[src/rtl/div_iter_pkg.sv]
// div_iter_pkg: shared EXE op codes, divider state encoding and width
package div_iter_pkg;
   localparam int DIV_W = 32;
   localparam logic [7:0] EXE_DIV_OP  = 8'b0001_1010;
   localparam logic [7:0] EXE_DIVU_OP = 8'b0001_1011;
   typedef enum logic [1:0] {
      DIV_FREE   = 2'b00,
      DIV_BYZERO = 2'b01,
      DIV_ON     = 2'b10,
      DIV_END    = 2'b11
   } div_state_t;
   function automatic logic [DIV_W-1:0] abs_val(input logic [DIV_W-1:0] v, input logic s);
      return (s && v[DIV_W-1]) ? -v : v;
   endfunction
endpackage

[src/rtl/div_iter.sv]
// div_iter: 32-cycle radix-2 restoring divider with signed/unsigned modes and annul
module div_iter
   import div_iter_pkg::*;
(
   input  logic             clk,
   input  logic             rst,
   input  logic [DIV_W-1:0] a,
   input  logic [DIV_W-1:0] b,
   input  logic             start,
   input  logic             signed_div,
   input  logic             annul,
   output logic [DIV_W-1:0] quotient,
   output logic [DIV_W-1:0] remainder,
   output logic             done
);
   div_state_t       state;
   logic [5:0]       cnt;
   logic [2*DIV_W:0] dvd;
   logic [DIV_W-1:0] dvs;
   logic             a_neg, b_neg;
   logic [2*DIV_W:0] shifted, step;
   logic [DIV_W:0]   trial;
   logic [DIV_W-1:0] q_fix, r_fix;
   // dvd holds {partial remainder, dividend/quotient bits}; a borrow in bit 32 means restore
   always_comb begin
      shifted = {dvd[2*DIV_W-1:0], 1'b0};
      trial   = shifted[2*DIV_W:DIV_W] - {1'b0, dvs};
      step    = trial[DIV_W] ? shifted : {trial, shifted[DIV_W-1:1], 1'b1};
      q_fix   = (a_neg ^ b_neg) ? -step[DIV_W-1:0] : step[DIV_W-1:0];
      r_fix   = a_neg ? -step[2*DIV_W-1:DIV_W] : step[2*DIV_W-1:DIV_W];
   end
   always_ff @(posedge clk) begin
      if (!rst) begin
         state     <= DIV_FREE;
         cnt       <= '0;
         dvd       <= '0;
         dvs       <= '0;
         a_neg     <= 1'b0;
         b_neg     <= 1'b0;
         quotient  <= '0;
         remainder <= '0;
         done      <= 1'b0;
      end else begin
         done <= 1'b0;
         case (state)
            DIV_FREE: if (start && !annul) begin
               a_neg <= signed_div & a[DIV_W-1];
               b_neg <= signed_div & b[DIV_W-1];
               dvd   <= {{(DIV_W+1){1'b0}}, abs_val(a, signed_div)};
               dvs   <= abs_val(b, signed_div);
               cnt   <= '0;
               state <= (b == '0) ? DIV_BYZERO : DIV_ON;
            end
            DIV_BYZERO: if (annul) state <= DIV_FREE;
            else begin
               state     <= DIV_END;
               quotient  <= '0;
               remainder <= '0;
               done      <= 1'b1;
            end
            DIV_ON: if (annul) state <= DIV_FREE;
            else begin
               dvd <= step;
               cnt <= cnt + 6'd1;
               if (cnt == 6'd31) begin
                  state     <= DIV_END;
                  quotient  <= q_fix;
                  remainder <= r_fix;
                  done      <= 1'b1;
               end
            end
            DIV_END: state <= DIV_FREE;
         endcase
      end
   end
endmodule

[config.mk]
export PLATFORM = sky130hd
export DESIGN_NAME = div_iter
export DESIGN_NICKNAME = d
export VERILOG_FILES = /design/src/rtl/div_iter_pkg.sv /design/src/rtl/div_iter.sv
export SDC_FILE = /design/constraint.sdc
export NUM_CORES = 1
export LEC_CHECK = 0
export CORE_MARGIN = 2
export CORE_UTILIZATION = 62
export CTS_BUF_LIST = sky130_fd_sc_hd__clkbuf_8 sky130_fd_sc_hd__clkbuf_16
export DETAILED_ROUTE_END_ITERATION = 7
export GPL_ROUTABILITY_DRIVEN = 0
export PLACE_DENSITY_LB_ADDON = 0.25
export SLEW_MARGIN = 25
export SYNTH_ARGS = -nofsm -noshare
export SYNTH_HDL_FRONTEND = slang
export SYNTH_SLANG_ARGS = --single-unit
[constraint.sdc]
create_clock -name clk -period 10 [get_ports clk]
set_input_delay 1 -clock clk [delete_from_list [all_inputs] [get_ports clk]]
set_output_delay 1 -clock clk [all_outputs]
set_load 0.01 [all_outputs]
==> Yosys cells after proc, flatten, opt, wreduce, memory -nomap -nowiden <==
Cells that the tools add are included.
{ "word_totals": {"out_inout_bits": 65, "input_bits": 69, "wordCells": 67, "regBits": 171} }
{ "op_classes": {"n_eq_ne": 9, "n_mux": 28, "bitwise": 3, "add_sub_neg": 6, "n_reduce_logical": 12} }
{ "op_table": {"columns": ["cell", "count"], "rows": [
  ["$mux W32", 9],
  ["$mux W64", 3],
  ["$neg A32 Y32", 4],
  ["$pmux W32 S2", 2],
  ["$pmux W64 S2", 1],
  ["$sub A33 B32 Y33", 1],
  ["$logic_not A32 Y1", 1],
  ["$mux W6", 2],
  ["$pmux W6 S2", 1],
  ["$mux W2", 5],
  ["$ne A2 B2 Y1 const B", 4],
  ["$pmux W2 S4", 1],
  ["$add A6 B1 Y6 const B", 1],
  ["$eq A6 B5 Y1 const B", 1],
  ["$eq A2 B2 Y1 const B", 2],
  ["$reduce_and A2 Y1", 2],
  ["$reduce_and A4 Y1", 1],
  ["$reduce_bool A2 Y1", 2],
  ["$logic_and A1 B1 Y1", 3],
  ["$mux W1", 3],
  ["$ne A3 B3 Y1 const B", 1],
  ["$reduce_and A3 Y1", 1],
  ["$and A1 B1 Y1", 2],
  ["$eq A2 B1 Y1 const B", 1],
  ["other kinds (4)", 4]
]} }

==> Logic depth before layout (Yosys ltp) <==
Gate-level depths: netlist (run 1).
{ "logic_depth": {"depth_word": 7, "ltp_mapped": 23, "depth_no_buf": 21} }

==> Least setup slack after synthesis (run 1) <==
OpenSTA, ideal clock, no wires.
{ "synth_timing": {"path_type": "reg-to-reg", "start": "reg dvd[31]", "end": "reg remainder[22]", "arrival_ns": 4.384, "path_slack_ns": 5.492, "setup_time_ns": 0.124, "t_required_ns": 9.876, "stages_incl_launch_ff": 23, "synth_period_minus_slack_ns": 4.508, "n_path_buf": 2, "path_cell_list": "dfxtp_1 inv_1 ha_1 fa_1 nand2b_1 a21oi_2 o22ai_2 o31ai_2 a21oi_2 xnor2_4 inv_4 buf_6 clkbuf_1 a21oi_1 ha_1 nand2_1 nor3_1 nand2_1 mux2i_1 nand3_1 o41ai_1 xnor2_1 o21ai_1"} }
{ "synth_between": {"elab_chain_cells": 7} }
{ "synth_rtl": {"columns": ["element", "line_no", "source"], "rows": [
  ["start, declared", "div_iter.sv:18", "logic [2*DIV_W:0] dvd;"],
  ["start signal, assigned", "div_iter.sv:49", "dvd <= {{(DIV_W+1){1'b0}}, abs_val(a, signed_div)};"],
  ["start signal, assigned", "div_iter.sv:63", "dvd <= step;"],
  ["$sub A33 B32 Y33", "div_iter.sv:27", "trial = shifted[2*DIV_W:DIV_W] - {1'b0, dvs};"],
  ["$mux W64 *", "div_iter.sv:28", "step = trial[DIV_W] ? shifted : {trial, shifted[DIV_W-1:1], 1'b1};"],
  ["$neg A32 Y32", "div_iter.sv:30", "r_fix = a_neg ? -step[2*DIV_W-1:DIV_W] : step[2*DIV_W-1:DIV_W];"],
  ["$mux W32 *", "div_iter.sv:30", null],
  ["$mux W32 *", "div_iter.sv:65", "if (cnt == 6'd31) begin"],
  ["$mux W32 *", "div_iter.sv:61", "DIV_ON: if (annul) state <= DIV_FREE;"],
  ["$pmux W32 S2 *", "div_iter.sv:45", "case (state)"],
  ["end signal, assigned", "div_iter.sv:68", "remainder <= r_fix;"],
  ["end, declared", "div_iter.sv:13", "output logic [DIV_W-1:0] remainder,"]
]} }
Mark *: on every way between the ends. The rest lies on a longest branch, timed or not. The select of a mux whose other input is x is not followed.
A chain may end at the register's enable or synchronous reset.

==> Worst setup path in the final report (run 1) <==
Ends and elaborated chain as after synthesis.

==> metrics.md, run 1 <==
| Metric | Value |
|---|---|
| Hold slack | 0.4459 ns |
| Critical Path RT | a little over 10 ns |
| Post-DRT Antenna Nets | 0 |
| Initial antenna violation count | 1 |
| Clk sinks | roughly 170 |
| Syn Inst Count | ~1600 |
| CTS Buffer Depth | 2 |
| Worst Path Arrival | around 6.0 ns |
| 1st-pass router iterations | 5 |
| First-pass GRT wire length | 53020 um |
| Setup total negative slack | 0 ns |
| Net load switching power | ~0.0012 W |
| Synth area leader | dfxtp_1 |
| Starting DRT DRC Count | 1016 |
| Crit-path max FO | 53 |
| Final Hold Viols | 0 |
| Core ar. | 18830 um^2 |
| Layout cell share with drive strength beyond 1 | 4.105% |
| Crit path capture type | flip-flop |
| Synth top area share | 28.51% |
| Max_slew headroom | 33.79% |
| Distinct cells, synth | just over 70 |
| Max Slew Vio Count | 0 |
| #FFs+latches synth | roughly 170 |
| Maxcap violations | 0 |
| Total CTS buffers | 17 |
| Routed Wire Length | 33310 um |
| Final HPWL DP | 24230 um |
| Drc violations | 0 |
| Tcrit/Tclk final | 57.20% |
| WL per Instance | between 15 and 20 um |
| Total gr overflow | 0 |
| Tmin final | 5.720 ns |
| Die area | 20500 um^2 |
| Syn_area_per_cell | ~7.5 um^2 |
| Cell with the most instances after synthesis | nand2_1 |
| Primary FF master, synth | dfxtp_1 |
| DR vias/cell | 6.148 |
| RSZ-0062 raised after global routing | false |
| Proportion of power drawn by flip-flops and latches | between 20% and 30% |
| Hold Path Class | flip-flop to flip-flop |
| CTS tree | built |
| Syn Nets | 1713 |
| Total Nets Final | 1780 |
| Setup crit start kind | flip-flop |
| CTS resizes | 0 |
| Die H | between 100 and 150 um |
| N_diodes | 0 |
| Area contributors post-synth | dfxtp_1 29%, nand2_1 7.8%, xnor2_1 6.6% |
| Power per cell area | between 150 and 200 nW/um^2 |
| Post-Syn Area | 12010 um^2 |
| Clock power share | 25.9% |
| Comb pwr share | 45.3% |
| Clk Latency, worst-skew pair | 0.44 ns |
| DR vias | roughly 12000 |
| Rows | 50 |
| Switching Share | 42.58% |
| Final setup skew | 0.01257 ns |
| Starting Density | between 60 and 70% |
| EDFF count, synth | 0 |
| Hold buffer count at cts | 0 |
| Final setup viols | 0 |
| Vias in the first global route | 10670 |
| # port buffers | approximately 130 |
| Setup Crit Path Kind | flip-flop to flip-flop |
| Post-CTS setup buffer count | 0 |
| Reg clk slew, reported paths | 0.07 ns |
| Worst-margin pin slew | between 0.9 and 1 ns |
| Pint | ~0.0016 W |
| Global Route Usage Sum | 32.22% |
| Maximum VDD drop | 0.2075 mV |
| Largest net degree at the start of global routing | 73 |
| Num ports | 134 |
| Outcome | finished, final reports clean |
| Clk root buf | clkbuf_16 |
| Pleak | 5.525 nW |
| Achievable frequency | 0.1748 GHz |
| Ys async rst share | 0% |
| Die X | 143.2 um |
| Sequential fraction of the synthesis area | about 29% |
| Number of synthesis warnings | 0 |
| Layout Area Growth over Synthesis | 16.53% |
| Synth top cells by count | 250 x nand2_1, 171 x dfxtp_1, 143 x o21ai_0, 91 x xnor2_1, 86 x a21oi_1 |
| H-Tree Depth | 4 |
==> kinds of logic (layout without fill, tap and decap cells) <==
| group | count (synthesis) | after routing | share of synthesized area [%] |
|---|---|---|---|
| simple gates | 606 | 606 | 24.22 |
| compound gates | 460 | 460 | 25.02 |
| flops | 171 | 171 | 28.51 |
| buf+inv | 156 | 235 | 5.147 |
| xor+xnor | 139 | 139 | 10.29 |
| fa+ha+maj | 42 | 42 | 4.438 |
| mux | 28 | 28 | 2.375 |
==> routing by layer <==
layer | vias to the layer above | global-route usage, % | wire (um)
li1 | 5794 | - | -
met1 | 5498 | 42.21 | 14020
met2 | 544 | 52.68 | 15490
met3 | 96 | 7.009 | 2826
met4 | 2 | 10.73 | 957
met5 | - | 0 | 13
==> stage by stage <==
step	total power (W)	worst slack (ns)	utilization, %	instance area [um^2]	cells
after floorplan	0.001705	5.492	-	12010	1602
after global placement	0.001975	4.599	71.02	13370	1910
after detailed placement	0.002004	4.438	71.03	13380	1910
after CTS	0.002713	4.403	74.32	13990	1941
after global routing	0.002893	3.910	74.32	13990	1941
final	0.002739	4.280	74.32	13990	1941
==> flip-flops by register name (all words and copies together), names as in the netlist <==
name	cells
quotient	32
remainder	32
b_neg	1
state	2
a_neg	1
done	1
dvs	32
dvd	64
cnt	6
==> final timing paths <==
kind,depth (start not counted),end,slack [ns],startpoint
max,21,remainder[22],4.28,dvd[31]
min,2,remainder[31],0.45,remainder[31]
max reg2reg,21,remainder[22],4.28,dvd[31]
min reg2reg,2,remainder[31],0.45,remainder[31]
==> cell usage in the layout, fill, tap and decap left out, types with 5 or more instances in the layout <==
cell / instances
dfxtp_1: 171
clkdlybuf4s50_1: 132
nor2_1: 82
clkbuf_16: 17
and2_1: 44
a22oi_1: 33
or3_1: 13
a21oi_1: 86
nand2b_1: 16
and3_1: 7
o21ai_0: 143
and4_1: 5
o21a_1: 10
o21ai_1: 10
nand4_1: 19
a21boi_0: 41
a211oi_1: 5
o211a_1: 28
nor3_1: 38
o211ai_1: 7
xor2_1: 47
mux2i_1: 24
a31oi_1: 6
or4_1: 10
nor4_1: 22
a21o_1: 13
buf_4: 12
o21bai_1: 5
nor2b_1: 38
nand2_1: 250
o31ai_1: 24
inv_1: 59
ha_1: 40
o41ai_1: 10
nand3_1: 45
xnor2_1: 91
==> power groups by stage <==
stage                     Combinational (W)  Sequential [W]  Clock [W]
after global placement              0.00118        0.000800          0
final                               0.00124        0.000790   0.000709
after CTS                           0.00121        0.000788   0.000710
after global routing                0.00136        0.000797   0.000735
after floorplan                    0.000916        0.000789          0
after detailed placement            0.00120        0.000803          0
==> worst max-delay path: stages, from the launching register on <==
cell and delay (ns):
dfxtp_1 0.40, inv_1 0.06, ha_1 0.22, fa_1 0.40, nand2b_1 0.21, a21oi_2 0.23, o22ai_2 0.19, o31ai_2 0.32
a21oi_2 0.14, xnor2_4 0.13, buf_4 0.49, inv_4 0.36, a21oi_1 0.36, ha_1 0.29, nand2_1 0.08, nor3_1 0.19
nand2_1 0.08, mux2i_1 0.46, nand3_1 0.25, o41ai_1 0.47, xnor2_1 0.16, o21ai_1 0.07
==> cell type report <==
cell class / instances / area, um^2
multi-input combinational: 1275 / 7988
fill: 1441 / 4836
sequential: 171 / 3423
timing repair buffer: 144 / 1411
clock buffer: 18 / 439.2
tap: 260 / 325.3
inverter: 60 / 227.7
clock inverter: 13 / 180.2
Note: power is estimated with default switching activity, not from simulation.
==> inputs of run 2 (changes only) <==
- CORE_UTILIZATION: 62 -> 58
- clock period: 10 -> 5.53 ns (I/O delays scaled with it)
==> metrics.md, run 2 (synthesized netlist as in run 1, its figures left out) <==
| Metric | Value |
|---|---|
| CP Launch Point | dvd[31] |
| Post-CTS setup buffer count | 0 |
| Layout Area Growth over Synthesis | 16.72% |
| Core ar. | slightly above 20000 um^2 |
| Worst-margin pin slew | 0.8727 ns |
| Largest Register | dvd |
| N_diodes | 0 |
| Setup Crit Path Kind | flip-flop to flip-flop |
| Clk root buf | clkbuf_16 |
| Worst Path Arrival | 5.34 ns |
| Final HPWL DP | 24910 um |
| Outcome | finished, final reports clean |
| Critical Path RT | 5.82 ns |
| Die X | 147.9 um |
| Post-DRT Antenna Nets | 0 |
| Die H | 147.9 um |
| Setup total negative slack | 0 ns |
| Crit-path slowest cell | o41ai_1 |
| Max reg flops | 64 |
| Buffers & Inverters on Critical Path | 2 |
| Final setup viols | 0 |
| Achievable frequency | 0.1980 GHz |
| H-Tree Depth | 4 |
| Drc violations | 0 |
| RSZ-0062 raised after global routing | false |
| Reg clk slew, reported paths | 0.08 ns |
| Crit-path max FO | 13 |
| DR vias/cell | 6.082 |
| 1st-pass router iterations | 5 |
| Max_slew headroom | 41.28% |
| Maxcap violations | 0 |
| WL per Instance | 17.20 um |
| Total gr overflow | 0 |
| Final Hold Viols | 0 |
| Fill count | 1720 |
| Largest net degree at the start of global routing | 82 |
| Final setup skew | 0.01834 ns |
| Routed Wire Length | between 30000 and 40000 um |
| DR vias | 11890 |
| Hold Path Class | flip-flop to flip-flop |
| Clk sinks | 171 |
| Tmin final | a little over 5 ns |
| Starting DRT DRC Count | 940 |
| Delay-heaviest family, CP | compound AO/OA/AOI/OAI gates |
| Total cell area at the placement stage | 13410 um^2 |
| Most frequent cells in the layout | 250 x nand2_1, 171 x dfxtp_1, 143 x o21ai_0 |
| Num ports | around 130 |
| First-pass GRT wire length | 55080 um |
| Clk Latency, worst-skew pair | between 0.4 and 0.5 ns |
| Initial antenna violation count | 0 |
| HP Start | remainder[29] |
| Total CTS buffers | 17 |
| CTS Buffer Depth | 2 |
| Worst R2R Start | dvd[31] |
| # port buffers | 133 |
| Pleak | 5.532 nW |
| Cell Chain, Critical Path | inv_1, ha_1, fa_1, nand2b_1, a21oi_2, o22ai_2, o31ai_2, a21oi_2, xnor2_4, inv_4, a21oi_1, ha_1, nand2_1, nor3_1, nand2_1, mux2i_1, nand3_1, o41ai_1, xnor2_1, o21ai_1 |
| Largest stage delay on the critical path | 0.51 ns |
| Die area | 21870 um^2 |
| Power per cell area | 351.1 nW/um^2 |
| CTS resizes | 0 |
| Cell area after layout | 14020 um^2 |
| Max Slew Vio Count | 0 |
| Commonest non-fill, non-tap cell in the layout | nand2_1 |
| Layout cell share with drive strength beyond 1 | under 10% |
| Global Route Usage Sum | a little under a third |
| Hold buffer count at cts | 0 |
| Setup crit start kind | flip-flop |
| Crit path capture type | flip-flop |
| Vias in the first global route | 11050 |
| Rows | 52 |
| Starting Density | 59.16% |
| Maximum VDD drop | about 0.44 mV |
| Total Nets Final | between 1500 and 2000 |
| CTS tree | built |
| Tcrit/Tclk final | 91.34% |
-- run 2: cell count changes in the layout (fill, tap and decap cells not counted), sizes merged --
cell,before,now
clkinvlp,1,0
clkinv,3,6
bufinv,3,1
inv,66,68
clkbuf,18,17
buf,12,15
-- run 2: worst paths after layout --
path / endpoint / cells past startpoint / slack [ns]
setup / recovery: remainder[22] / 20 / 0.48
setup reg to reg: remainder[22] / 20 / 0.48
hold / removal: remainder[29] / 2 / 0.46
hold reg to reg: remainder[29] / 2 / 0.46
-- run 2: worst register-to-register path, cell delays in order, from the launching register on --
cell and delay [ns]:
dfxtp_1 0.38, inv_1 0.06, ha_1 0.22, fa_1 0.39, nand2b_1 0.20, a21oi_2 0.25
o22ai_2 0.20, o31ai_2 0.35, a21oi_2 0.15, xnor2_4 0.22, inv_4 0.10, a21oi_1 0.28
ha_1 0.30, nand2_1 0.08, nor3_1 0.20, nand2_1 0.08, mux2i_1 0.46, nand3_1 0.23
o41ai_1 0.51, xnor2_1 0.18, o21ai_1 0.08
-- run 2: cell type report --
cell class	count	area [um^2]	area share [%]
Multi-Input combinational cell	1275	7995	57.04
Tap cell	270	337.8	2.410
Clock inverter	15	173.9	1.241
Timing Repair Buffer	147	1434	10.23
Clock buffer	17	425.4	3.035
Sequential cell	171	3423	24.42
Inverter	60	227.7	1.625
-- run 2: layer usage --
metal / GRT usage [%] / share of wire [%] / vias up
li1: - / - / 5798
met2: 50.60 / 46 / 426
met5: 0 / 0 / -
met1: 40.46 / 44 / 5584
met4: 11.48 / 3.2 / 0
met3: 5.216 / 7.1 / 82
-- run 2: where the power goes --
part | total, W | switching [W] | internal (W)
logic | 0.00226 | 0.00147 | 0.000789
clock network | 0.00123 | 0.000586 | 0.000648
registers | 0.00143 | 0.0000926 | 0.00133
total | 0.00492 | 0.00215 | 0.00277
-- run 2: metrics by stage --
stage	setup WS [ns]	hold WS [ns]	std cells	utilization, %	power [W]
after detailed placement	0.6368	0.4454	1923	66.06	0.003645
final	0.4791	0.4587	1955	69.05	0.004922
after CTS	0.5504	0.4595	1955	69.02	0.004875
after global routing	0.01505	0.4812	1955	69.05	0.005216
after global placement	0.8375	0.4350	1923	66.06	0.003605
after floorplan	1.022	0.4410	1602	-	0.003084
==> inputs of run 3 (changes only) <==
- GPL_ROUTABILITY_DRIVEN: 0 -> default
- PLACE_DENSITY_LB_ADDON: 0.25 -> 0.2
==> metrics.md, run 3 (synthesized netlist as in run 1, its figures left out) <==
| Metric | Value |
|---|---|
| DR vias | ~12000 |
| Reg clk slew, reported paths | approximately 0.070 ns |
| Worst-margin pin slew | 0.9640 ns |
| Commonest non-fill, non-tap cell in the layout | nand2_1 |
| Setup Crit Path Kind | flip-flop to flip-flop |
| Tmin final | 5.026 ns |
| Post-CTS setup buffer count | 0 |
| Routed Wire Length | about 34000 um |
| Hold Crit Depth | 2 |
| Global Route Usage Sum | 31.23% |
| Achievable frequency | roughly 0.20 GHz |
| Inst Count DP | 1924 |
| Total CTS buffers | 17 |
| Total gr overflow | 0 |
| Setup total negative slack | 0 ns |
| Rows | 52 |
| Die area | 21870 um^2 |
| H-Tree Depth | 4 |
| Num ports | 134 |
| FF-to-FF path depth | 21 |
| Clk sinks | 171 |
| Die H | 147.9 um |
| Final Hold Viols | 0 |
| Crit path capture type | flip-flop |
| CTS tree | built |
| Largest net degree at the start of global routing | between 70 and 80 |
| Hold buffer count at cts | 0 |
| Final setup skew | between 0.009 and 0.01 ns |
| Vias in the first global route | between 10000 and 15000 |
| Initial antenna violation count | 1 |
| Power per cell area | 351.9 nW/um^2 |
| Starting Density | 59.16% |
| Clk Latency, worst-skew pair | 0.44 ns |
| Layout Cells excl Fill | 1956 |
| WL per Instance | 17.56 um |
| Hold Path Class | flip-flop to flip-flop |
| Layout Area Growth over Synthesis | 16.74% |
| Worst Path Arrival | roughly 5.3 ns |
| Tcrit/Tclk final | about nine tenths |
| First-pass GRT wire length | 55700 um |
| DR vias/cell | 5.993 |
| Clk root buf | clkbuf_16 |
| Die X | 147.9 um |
| Largest Register | dvd |
| CTS Buffer Depth | 2 |
| Drc violations | 0 |
| 1st-pass router iterations | 5 |
| # port buffers | 133 |
| N_diodes | 0 |
| Most frequent cells in the layout | 250 x nand2_1, 171 x dfxtp_1, 143 x o21ai_0 |
| Total Nets Final | ~1800 |
| Max Slew Vio Count | 0 |
| Max reg flops | 64 |
| Maxcap violations | 0 |
| Critical Path RT | between 5 and 6 ns |
| Overall Power | roughly 0.0049 W |
| Layout cell share with drive strength beyond 1 | 4.389% |
| Outcome | finished, final reports clean |
| Pleak | between 5 and 6 nW |
| Max_slew headroom | 35.27% |
| Gpl congestion | 0.9297 |
| RSZ-0062 raised after global routing | false |
| Final core occ | 69.06% |
| Maximum VDD drop | 0.4679 mV |
| Final setup viols | 0 |
| Post-DRT Antenna Nets | 0 |
| Core ar. | ~20000 um^2 |
| CTS resizes | 0 |
| Final HPWL DP | 25510 um |
| Hold slack | 0.4498 ns |
| Setup crit start kind | flip-flop |
| Crit-path max FO | 13 |
| Starting DRT DRC Count | 884 |
[run 3: changes by cell type in the layout (fill, tap and decap cells not counted)]
cell | previous run | this run
clkinv_2 | 1 | 0
xnor2_2 | 1 | 0
clkinvlp_4 | 0 | 1
inv_6 | 4 | 3
xnor2_1 | 90 | 91
clkinv_4 | 3 | 4
buf_4 | 15 | 16
[run 3: area by class of cell]
class                           instances  area [um^2]
Tap cell                              270        337.8
Sequential cell                       171         3423
Clock inverter                         15        176.4
Timing Repair Buffer                  148         1441
Fill cell                            1752         6280
Multi-Input combinational cell       1275         7988
Clock buffer                           17        425.4
Inverter                               60        227.7
[run 3: path summary, 6_finish.rpt]
check	to	start	slack, ns
hold reg to reg	remainder[22]	remainder[22]	0.45
setup reg to reg	remainder[22]	dvd[31]	0.50
hold / removal	remainder[22]	remainder[22]	0.45
setup / recovery	remainder[22]	dvd[31]	0.50
[run 3: report_power, final]
part | total, W | switching (W) | internal, W
Clock | 0.00123 | 0.000586 | 0.000648
Combinational | 0.00227 | 0.00148 | 0.000790
Sequential | 0.00143 | 0.0000931 | 0.00133
Total | 0.00493 | 0.00216 | 0.00277
[run 3: layer usage]
layer  vias up  part of all wire [%]  global-route usage, %
met5         -                 0.041                      0
met4         2                   2.5                  8.810
met3        68                   7.1                  6.821
met2       393                    46                  50.14
met1      5452                    45                  42.48
li1       5807                     -                      -
[run 3: worst max-delay path, stage by stage, from the launching register on]
cell      delay, ns
dfxtp_1        0.39
inv_1          0.06
ha_1           0.23
fa_1           0.41
nand2b_1       0.22
a21oi_2        0.22
o22ai_2        0.18
o31ai_2        0.33
a21oi_2        0.16
xnor2_4        0.16
inv_4          0.13
nor2_1         0.05
a21oi_1        0.26
ha_1           0.30
nand2_1        0.07
nor3_1         0.22
nand2_1        0.09
mux2i_1        0.46
nand3_1        0.23
o41ai_1        0.46
xnor2_1        0.16
o21ai_1        0.07
[run 3: per-stage QoR]
| stage | cell area (um^2) | setup slack [ns] |
|---|---|---|
| floorplan | 12010 | 1.022 |
| global placement | 13420 | 0.8494 |
| detailed placement | 13420 | 0.6371 |
| CTS | 14020 | 0.5977 |
| global route | 14020 | 0.1430 |
| finish | 14020 | 0.5035 |
